## config.mk

```make
export PLATFORM = sky130hd
export DESIGN_NAME = instr_fetch_flat
export DESIGN_NICKNAME = d
export VERILOG_FILES = /design/src/rtl/instr_fetch_if.sv /design/src/rtl/instr_fetch.sv /design/src/flat_wrapper.sv
export SDC_FILE = /design/constraint.sdc
export NUM_CORES = 1
export LEC_CHECK = 0
export CELL_PAD_IN_SITES_DETAIL_PLACEMENT = 1
export CELL_PAD_IN_SITES_GLOBAL_PLACEMENT = 2
export CORE_ASPECT_RATIO = 1.4
export CORE_MARGIN = 3
export CORE_UTILIZATION = 36
export DETAILED_ROUTE_END_ITERATION = 6
export PLACE_DENSITY = 0.91
export SKIP_CTS_REPAIR_TIMING = 1
export SLEW_MARGIN = 20
export SYNTH_ARGS = -nofsm -noshare
export SYNTH_HDL_FRONTEND = slang
export SYNTH_SLANG_ARGS = --single-unit
```

## constraint.sdc

```tcl
create_clock -name clk -period 5.6 [get_ports clk]
set_clock_uncertainty 0.2 [all_clocks]
set_input_delay 0.84 -clock clk [delete_from_list [all_inputs] [get_ports clk]]
set_output_delay 0.84 -clock clk [all_outputs]
set_load 0.1 [all_outputs]
```

## src/rtl/instr_fetch_if.sv

```systemverilog
`default_nettype none
// ============================================================================
// Module      : instr_fetch_if
// Description : Bundle of the program-ROM read port and the fetch-to-decode
//               handshake. The fetch unit is the master: it drives the ROM
//               address/strobes and the instruction outputs. The slave side
//               is the ROM plus the decode stage.
// Revision    : 1.0 - initial release
// ============================================================================
interface instr_fetch_if #(
    parameter int AW = 8,
    parameter int DW = 8
);
    // Program-ROM read port
    logic [AW-1:0] rom_addr;
    logic          rom_read;
    logic          rom_ena;
    logic [DW-1:0] rom_data;

    // Control from decode / branch logic
    logic          stall;
    logic          jump_en;
    logic [AW-1:0] jump_addr;

    // Instruction presented to decode
    logic          instr_valid;
    logic [DW-1:0] ir;
    logic [DW-1:0] operand;
    logic [AW-1:0] pc_out;
    logic          halted;

    modport master (
        output rom_addr, rom_read, rom_ena,
        input  rom_data,
        input  stall, jump_en, jump_addr,
        output instr_valid, ir, operand, pc_out, halted
    );

    modport slave (
        input  rom_addr, rom_read, rom_ena,
        output rom_data,
        output stall, jump_en, jump_addr,
        input  instr_valid, ir, operand, pc_out, halted
    );
endinterface
`default_nettype wire

```

## src/rtl/instr_fetch.sv

```systemverilog
`default_nettype none
// ============================================================================
// Module      : instr_fetch
// Description : Instruction-fetch front end. Reads the program ROM one byte
//               per cycle, assembles 1-byte and 2-byte (LDA/STO) instructions
//               and presents one complete instruction per handshake to
//               decode. Supports decode stall and PC redirect (jump_en).
// Options     : IF_HLT_DETECT_EN - when defined, opcode 111 (HLT) is
//               presented and fetch then stops in HALT until jump or reset.
//               When undefined, 111 is an ordinary 1-byte instruction and
//               halted is tied low.
// Revision    : 1.0 - initial release
// ============================================================================
module instr_fetch #(
    parameter int          AW       = 8,
    parameter int          DW       = 8,
    parameter int unsigned RESET_PC = 0
) (
    input  wire logic     clk,
    input  wire logic     rst,
    instr_fetch_if.master bus
);

    localparam logic [1:0] c_START = 2'd0;
    localparam logic [1:0] c_OP    = 2'd1;
    localparam logic [1:0] c_ARG   = 2'd2;
    localparam logic [1:0] c_HALT  = 2'd3;

    localparam logic [2:0] c_OPC_LDA = 3'b010;
    localparam logic [2:0] c_OPC_STO = 3'b011;

    logic [1:0]    r_state;
    logic [1:0]    w_state_next;
    logic [AW-1:0] r_pc;
    logic [DW-1:0] r_held_op;
    logic [AW-1:0] r_held_addr;
    logic          r_valid;
    logic [DW-1:0] r_ir;
    logic [DW-1:0] r_operand;
    logic [AW-1:0] r_pc_out;

    logic          w_hold;
    logic          w_fetch;
    logic [2:0]    w_opcode;
    logic          w_two_byte;
    logic          w_is_hlt;
    logic          w_op_done;
    logic          w_arg_done;

    // A presented instruction that decode refuses freezes the whole front end.
    assign w_hold     = r_valid && bus.stall;

    // Opcode decode of the byte currently on the ROM bus; only meaningful
    // while w_fetch is high, and every consumer is gated by w_fetch.
    assign w_opcode   = bus.rom_data[DW-1:DW-3];
    assign w_two_byte = (w_opcode == c_OPC_LDA) || (w_opcode == c_OPC_STO);
`ifdef IF_HLT_DETECT_EN
    assign w_is_hlt   = (w_opcode == 3'b111);
`else
    assign w_is_hlt   = 1'b0;
`endif

    // Completion points: a 1-byte opcode in OP, or the operand byte in ARG.
    assign w_op_done  = w_fetch && (r_state == c_OP) && !w_two_byte;
    assign w_arg_done = w_fetch && (r_state == c_ARG);

    // State register.
    always_ff @(posedge clk or posedge rst) begin
        if (rst) begin
            r_state <= c_START;
        end else begin
            r_state <= w_state_next;
        end
    end

    // Next-state logic; a redirect overrides everything, including HALT.
    always_comb begin
        w_state_next = r_state;
        if (bus.jump_en) begin
            w_state_next = c_OP;
        end else begin
            case (r_state)
                c_START: w_state_next = c_OP;
                c_OP: begin
                    if (w_fetch) begin
                        if (w_two_byte) begin
                            w_state_next = c_ARG;
                        end else if (w_is_hlt) begin
                            w_state_next = c_HALT;
                        end else begin
                            w_state_next = c_OP;
                        end
                    end
                end
                c_ARG: begin
                    if (w_fetch) begin
                        w_state_next = c_OP;
                    end
                end
                c_HALT:  w_state_next = c_HALT;
                default: w_state_next = c_START;
            endcase
        end
    end

    // ROM strobes: active only in the byte-fetching states and never while
    // decode is holding the current instruction, so rom_data is sampled only
    // when the ROM is actually driving it.
    always_comb begin
        w_fetch = 1'b0;
        if (!rst && ((r_state == c_OP) || (r_state == c_ARG)) && !w_hold) begin
            w_fetch = 1'b1;
        end
    end

    assign bus.rom_addr = r_pc;
    assign bus.rom_read = w_fetch;
    assign bus.rom_ena  = w_fetch;

    // PC, held opcode and presented-instruction registers.
    always_ff @(posedge clk or posedge rst) begin
        if (rst) begin
            r_pc        <= AW'(RESET_PC);
            r_held_op   <= '0;
            r_held_addr <= '0;
            r_valid     <= 1'b0;
            r_ir        <= '0;
            r_operand   <= '0;
            r_pc_out    <= '0;
        end else if (bus.jump_en) begin
            // Redirect: drop whatever is in flight and restart at the target.
            r_pc    <= bus.jump_addr;
            r_valid <= 1'b0;
        end else begin
            if (w_fetch) begin
                r_pc <= r_pc + 1'b1;
            end
            if (w_fetch && (r_state == c_OP) && w_two_byte) begin
                r_held_op   <= bus.rom_data;
                r_held_addr <= r_pc;
            end
            if (w_op_done) begin
                r_ir      <= bus.rom_data;
                r_operand <= '0;
                r_pc_out  <= r_pc;
                r_valid   <= 1'b1;
            end else if (w_arg_done) begin
                r_ir      <= r_held_op;
                r_operand <= bus.rom_data;
                r_pc_out  <= r_held_addr;
                r_valid   <= 1'b1;
            end else if (r_valid && !bus.stall) begin
                r_valid   <= 1'b0;
            end
        end
    end

`ifdef IF_HLT_DETECT_EN
    logic r_halted;

    // Halted flag: set on the edge that presents HLT, cleared by redirect.
    always_ff @(posedge clk or posedge rst) begin
        if (rst) begin
            r_halted <= 1'b0;
        end else if (bus.jump_en) begin
            r_halted <= 1'b0;
        end else if (w_op_done && w_is_hlt) begin
            r_halted <= 1'b1;
        end
    end

    assign bus.halted = r_halted;
`else
    assign bus.halted = 1'b0;
`endif

    assign bus.instr_valid = r_valid;
    assign bus.ir          = r_ir;
    assign bus.operand     = r_operand;
    assign bus.pc_out      = r_pc_out;

endmodule
`default_nettype wire

```

## src/flat_wrapper.sv

```systemverilog
// flat-port wrapper written by rule: the top's interface ports become plain ports
module instr_fetch_flat 
#(
    parameter int          AW       = 8,
    parameter int          DW       = 8,
    parameter int unsigned RESET_PC = 0
)
  (clk, rst, bus_rom_addr, bus_rom_read, bus_rom_ena, bus_rom_data, bus_stall, bus_jump_en, bus_jump_addr, bus_instr_valid, bus_ir, bus_operand, bus_pc_out, bus_halted);
  instr_fetch_if #(.AW(AW), .DW(DW)) bus_i ();
  input  wire logic clk;
  input  wire logic rst;
  output wire logic [$bits(bus_i.rom_addr)-1:0] bus_rom_addr;
  output wire logic [$bits(bus_i.rom_read)-1:0] bus_rom_read;
  output wire logic [$bits(bus_i.rom_ena)-1:0] bus_rom_ena;
  input wire logic [$bits(bus_i.rom_data)-1:0] bus_rom_data;
  input wire logic [$bits(bus_i.stall)-1:0] bus_stall;
  input wire logic [$bits(bus_i.jump_en)-1:0] bus_jump_en;
  input wire logic [$bits(bus_i.jump_addr)-1:0] bus_jump_addr;
  output wire logic [$bits(bus_i.instr_valid)-1:0] bus_instr_valid;
  output wire logic [$bits(bus_i.ir)-1:0] bus_ir;
  output wire logic [$bits(bus_i.operand)-1:0] bus_operand;
  output wire logic [$bits(bus_i.pc_out)-1:0] bus_pc_out;
  output wire logic [$bits(bus_i.halted)-1:0] bus_halted;
  assign bus_rom_addr = bus_i.rom_addr;
  assign bus_rom_read = bus_i.rom_read;
  assign bus_rom_ena = bus_i.rom_ena;
  assign bus_i.rom_data = bus_rom_data;
  assign bus_i.stall = bus_stall;
  assign bus_i.jump_en = bus_jump_en;
  assign bus_i.jump_addr = bus_jump_addr;
  assign bus_instr_valid = bus_i.instr_valid;
  assign bus_ir = bus_i.ir;
  assign bus_operand = bus_i.operand;
  assign bus_pc_out = bus_i.pc_out;
  assign bus_halted = bus_i.halted;
  instr_fetch #(.AW(AW), .DW(DW), .RESET_PC(RESET_PC)) u_core (.clk(clk), .rst(rst), .bus(bus_i));
endmodule
```

==> results of run 1 <==
-- synthesized netlist by cell type, drive strengths merged --
master,instances,area share (%)
nand2b,2,0.49
nor2,3,0.44
nand3b,1,0.29
nand4,3,0.74
ha,4,2.0
a21oi,1,0.20
inv,12,1.8
a211o,1,0.69
clkinv,1,0.64
nand3,2,0.88
a311oi,1,0.34
conb,1,0.15
nor3,3,1.0
nor3b,1,0.29
and3,1,0.25
xor2,3,1.0
xnor2,4,1.4
dfrtp,51,50
and2,1,0.25
mux2i,9,3.5
or3,1,0.25
o21bai,2,0.59
buf,8,3.1
mux2,46,25
nand2,19,2.8
clkbuf,2,0.29
o21ai,9,1.8
-- area by class of cell --
class                   instances  area, um2  share of cell area [%]
clock buffers                   5       68.8                    2.15
clock inverters                 2       13.8                   0.429
well taps                      92        115                    3.59
multi-input cells             118       1120                    35.0
inverters                      13       62.6                    1.95
flip-flops and latches         51       1280                    39.8
repair buffers                 55        548                    17.1
-- routing by layer --
layer | up-vias | GRT usage (%) | routed length, um
met4 | 0 | 3.82 | 51
met5 | - | 0 | 0
li1 | 754 | - | -
met1 | 755 | 17.4 | 2300
met3 | 4 | 2.65 | 178
met2 | 38 | 22.3 | 2460
-- critical path, cell delays in order --
cell and delay (ns):
clkdlybuf4s50_1 0.44, a211o_4 0.41, clkinv_8 0.09, clkdlybuf4s50_1 1.13
-- through the flow --
stage / hold WS, ns / std cells
global route: 0.314 / 336
finish: 0.289 / 336
floorplan: 0.235 / 192
detailed placement: 0.271 / 329
CTS: 0.296 / 336
global placement: 0.252 / 329
-- sequential cells by signal, indices dropped and copies added (netlist names) --
register / flops
u_core.r_held_addr: 8
u_core.bus.ir: 8
u_core.r_state: 2
u_core.r_held_op: 8
u_core.bus.operand: 8
u_core.bus.pc_out: 8
u_core.bus.instr_valid: 1
u_core.bus.rom_addr: 8
-- how the worst max path moves through the flow --
stage,from,to,slack (ns),cells past startpoint
3_3_place_gp,bus_stall,bus_rom_ena,1.64,4
2_1_floorplan,u_core.bus.instr_valid,bus_rom_read,2.82,3
5_1_grt,bus_stall,bus_rom_ena,1.58,4
4_1_cts,bus_stall,bus_rom_ena,1.63,4
3_5_place_dp,bus_stall,bus_rom_read,1.64,4
6_report,bus_stall,bus_rom_ena,1.65,4
-- kinds of logic after synthesis --
family	count (synthesis)	share of synthesized area [%]
flops	51	50.1
fa+ha+maj	4	1.96
simple gates	37	7.71
compound gates	14	3.59
other cells	1	0.147
mux	55	28.3
buf+inv	23	5.80
xor+xnor	7	2.41
==> reports/metrics.yaml, run 1 <==
timing:
  fin_crit_sh_pct: 70.6
  setup_slack_ns: 1.65
  timing.final.crit_period_ns: 3.95
  rsz0062_at_grt: "false"
  drv_slew: 0
  tns_ns: 0
  worst_pin_slew_ns: 0.979
  hold_viol: 0
  max_freq_mhz: 253
  setup_viol: 0
  slew_headroom_pct: 34.5
final_layout:
  antenna_cells: 0
  drive_gt1_share_pct: 24.2
  final_cell_mix: "clkdlybuf4s50_1 (54), dfrtp_1 (51), mux2_4 (30), nand2_1 (19), mux2_2 (16)"
  final_common_cell: "clkdlybuf4s50_1"
  fillers: 746
  synthToLayoutAreaGrowth_pct: 25.9
  fin_area_um2: 3210
  final_util_pct: 47.6
  final_nets: 268
detailed_routing:
  drt_iter0_drc: 74
  routed_wl_mm: 5.00
  route.detailed.drc: 0
  post_drt_wl_per_cell_um: 14.9
  ant_nets: 0
  viasPerCell: 4.62
  vias: 1551
  firstDrtPassIters: 3
critical_path:
  critPathCaptureType: "output pin"
  reg2reg_from: "u_core.r_state[0]"
  crit_required_ns: 4.56
  ff2ff_setup_slack_ns: 2.89
  crit_type: "in -> out"
  cp_max_fo: 8
  r2r-end: "u_core.bus.pc_out[7]"
  reg2reg_depth: 6
  start_kind: "input pin"
  cp.arrival_ns: 2.91
floorplan:
  dieArea_um2: 8140
  die_y_um: 106
  dieWidth_um: 77.1
  start_util_pct: 37.8
  core_area_um2: 6740
  rows: 35
  io_pins: 56
clocking:
  ctsHtreeMaxLevel: 2
  cts_buffers: 5
  cts_tree: "done"
  root_buffer: "clkbuf_8"
  path_clk_slew_ns: 0.09
  clock_path_buffers: 2
  clock-sinks: 51
  clock_latency_ns: 0.30
placement:
  placed_area_um2: 3120
  portBuffers: 54
  dp_slack_ns: 1.64
  post-dp-hpwl_mm: 3.46
  place.gp.congestion: 0.699
job:
  maxCapViolations: 0
logic_synthesis:
  synthesis.instances: 192
  synth.avg_cell_area_um2: 13.3
  ys_warn_count: 0
  synth_seq_cells: 51
  netlist_area_um2: 2550
  synth_cell_type_count: 32
  ys_seq_area_share_pct: 50.1
  syn_nets: 216
min_path:
  hold_start: "u_core.r_held_op[7]"
  hold_path.class: "reg -> reg"
  hold_path_end: "u_core.r_held_op[7]"
  holdPathStages: 1
grt:
  grt_overflow_total: 0
  first_global_vias: 1695
  grt_use_total_pct: 13.3
  antenna_found_initial: 0
  grt_max_degree: 52
  grt_pass1_wl_mm: 8.71
run_status:
  status: "completed"
Power of run 1 is left out: the tool's default activity adds up to more than one toggle a clock period on the data nets, which glitch-free logic cannot reach.
==> run 2, diff against run 1 <==
- CORE_UTILIZATION: 36 -> 30
- PLACE_DENSITY: 0.91 -> 0.82
- clock period: 5.6 -> 3.2 ns (I/O delays scaled with it)
==> run 2 against run 1 <==
Against the previous run: design area is 2.3% higher; worst hold slack worse by 0.014 ns; register-to-register slack worse by 2.3 ns; utilization is 7.6 points lower; wire length is 5.7% higher.
==> reports/metrics.yaml, run 2 (synthesis gave the netlist of run 1 again) <==
critical_path:
  start_kind: "flop"  # was input pin
  critPathCaptureType: "flop"  # was output pin
  cp_max_fo: 16  # was 8
  crit_type: "reg -> reg"  # was in -> out
  cp.arrival_ns: 2.55  # was 2.91 ns
  crit_required_ns: 3.17  # was 4.56 ns
placement:
  post-dp-hpwl_mm: 3.88  # was 3.46 mm
  place.gp.congestion: 0.699  # about the same
  portBuffers: 54  # unchanged
grt:
  first_global_vias: 1727  # was 1,695
  antenna_found_initial: 0  # unchanged
  grt_overflow_total: 0  # unchanged
  grt_pass1_wl_mm: 8.96  # was 8.71 mm
  grt_max_degree: 26  # was 52
  grt_use_total_pct: 11.5  # was 13.3%
timing:
  fin_crit_sh_pct: 80.7
  rsz0062_at_grt: "false"  # unchanged
  setup_viol: 0  # unchanged
  timing.final.crit_period_ns: 2.58
  tns_ns: 0  # unchanged
  max_freq_mhz: 387
  worst_pin_slew_ns: 0.817  # was 0.979 ns
  hold_viol: 0  # unchanged
  slew_headroom_pct: 45.5  # was 34.5%
  drv_slew: 0  # unchanged
detailed_routing:
  met2_length_mm: 2.67  # was 2.46 mm
  vias: 1610  # was 1,551
  wl_met1_mm: 2.27  # was 2.30 mm
  route.detailed.drc: 0  # unchanged
  dr_wl_met3_um: 280  # was 178 um
  firstDrtPassIters: 4  # was 3
  routed_wl_mm: 5.28  # was 5.00 mm
  highest_layer: "met4"  # unchanged
  viasPerCell: 4.60  # was 4.62
  ant_nets: 0  # unchanged
  post_drt_wl_per_cell_um: 15.1  # was 14.9 um
  drt_iter0_drc: 43  # was 74
floorplan:
  dieWidth_um: 83.9  # was 77.1 um
  die_y_um: 115  # was 106 um
  core_area_um2: 8200  # was 6740 um2
  rows: 39  # was 35
  io_pins: 56  # unchanged
  start_util_pct: 31.1  # was 37.8%
  dieArea_um2: 9650  # was 8140 um2
clocking:
  clock_latency_ns: 0.29  # was 0.30 ns
  clock-sinks: 51  # unchanged
  cts_tree: "done"  # unchanged
  path_clk_slew_ns: 0.07  # was 0.09 ns
  ctsHtreeMaxLevel: 2  # unchanged
  cts_buffers: 5  # unchanged
  root_buffer: "clkbuf_16"  # was clkbuf_8
  clock_path_buffers: 2  # unchanged
final_layout:
  final_nets: 271  # was 268
  final_cell_mix: "dfrtp_1 (51), buf_4 (36), mux2_4 (30), nand2_1 (19), clkdlybuf4s50_1 (19)"  # was clkdlybuf4s50_1 (54), dfrtp_1 (51), mux2_4 (30), nand2_1 (19), mux2_2 (16)
  final_common_cell: "dfrtp_1"  # was clkdlybuf4s50_1
  synthToLayoutAreaGrowth_pct: 28.8  # was 25.9%
  fillers: 900  # was 746
  drive_gt1_share_pct: 39.5  # was 24.2%
  antenna_cells: 0  # unchanged
min_path:
  hold_path.class: "reg -> reg"  # unchanged
job:
  maxCapViolations: 0  # unchanged
run_status:
  status: "completed"  # unchanged
-- run 2: worst max-delay path, cell delays in order, from the launching register on --
cell and delay (ns):
dfrtp_1 0.41, inv_1 0.06, ha_1 0.31, a211o_4 0.38, or3_1 0.68, mux2_4 0.43
-- run 2: cell type report --
class | instances | area (um2) | share of cell area, %
inverters | 13 | 61.3 | 1.87
clock buffers | 5 | 125 | 3.81
clock inverters | 3 | 46.3 | 1.41
multi-input cells | 118 | 1120 | 34.2
flip-flops and latches | 51 | 1280 | 38.9
well taps | 102 | 128 | 3.89
repair buffers | 58 | 520 | 15.9
-- run 2: routing by layer --
layer	global-route usage [%]	vias to the layer above
li1	-	762
met1	14.4	803
met2	20.0	40
met3	2.51	5
met4	3.22	0
met5	0	-
-- run 2: per-stage QoR --
| stage | instances | instance area, um2 | worst slack (ns) | hold slack (ns) | utilization, % |
|---|---|---|---|---|---|
| finish | 350 | 3280 | 0.616 | 0.275 | 40.0 |
| global route | 350 | 3280 | 0.510 | 0.301 | 40.0 |
| CTS | 350 | 3280 | 0.578 | 0.272 | 40.0 |
| detailed placement | 342 | 3110 | 0.410 | 0.253 | 37.9 |
| global placement | 342 | 3110 | 0.429 | 0.252 | 37.9 |
| floorplan | 192 | 2550 | 0.574 | 0.235 | - |
-- run 2: final timing paths --
kind,end,from,cells after the start,slack (ns)
min in group asynchronous,u_core.bus.operand[7],rst,2,0.36
max reg2reg,u_core.r_held_op[1],u_core.r_state[0],5,0.62
min reg2reg,u_core.r_held_op[6],u_core.r_held_op[6],1,0.27
max,u_core.r_held_op[1],u_core.r_state[0],5,0.62
max in group asynchronous,u_core.bus.pc_out[2],rst,3,1.83
min,u_core.r_held_op[6],u_core.r_held_op[6],1,0.27
Power of run 2 is left out for the same reason.
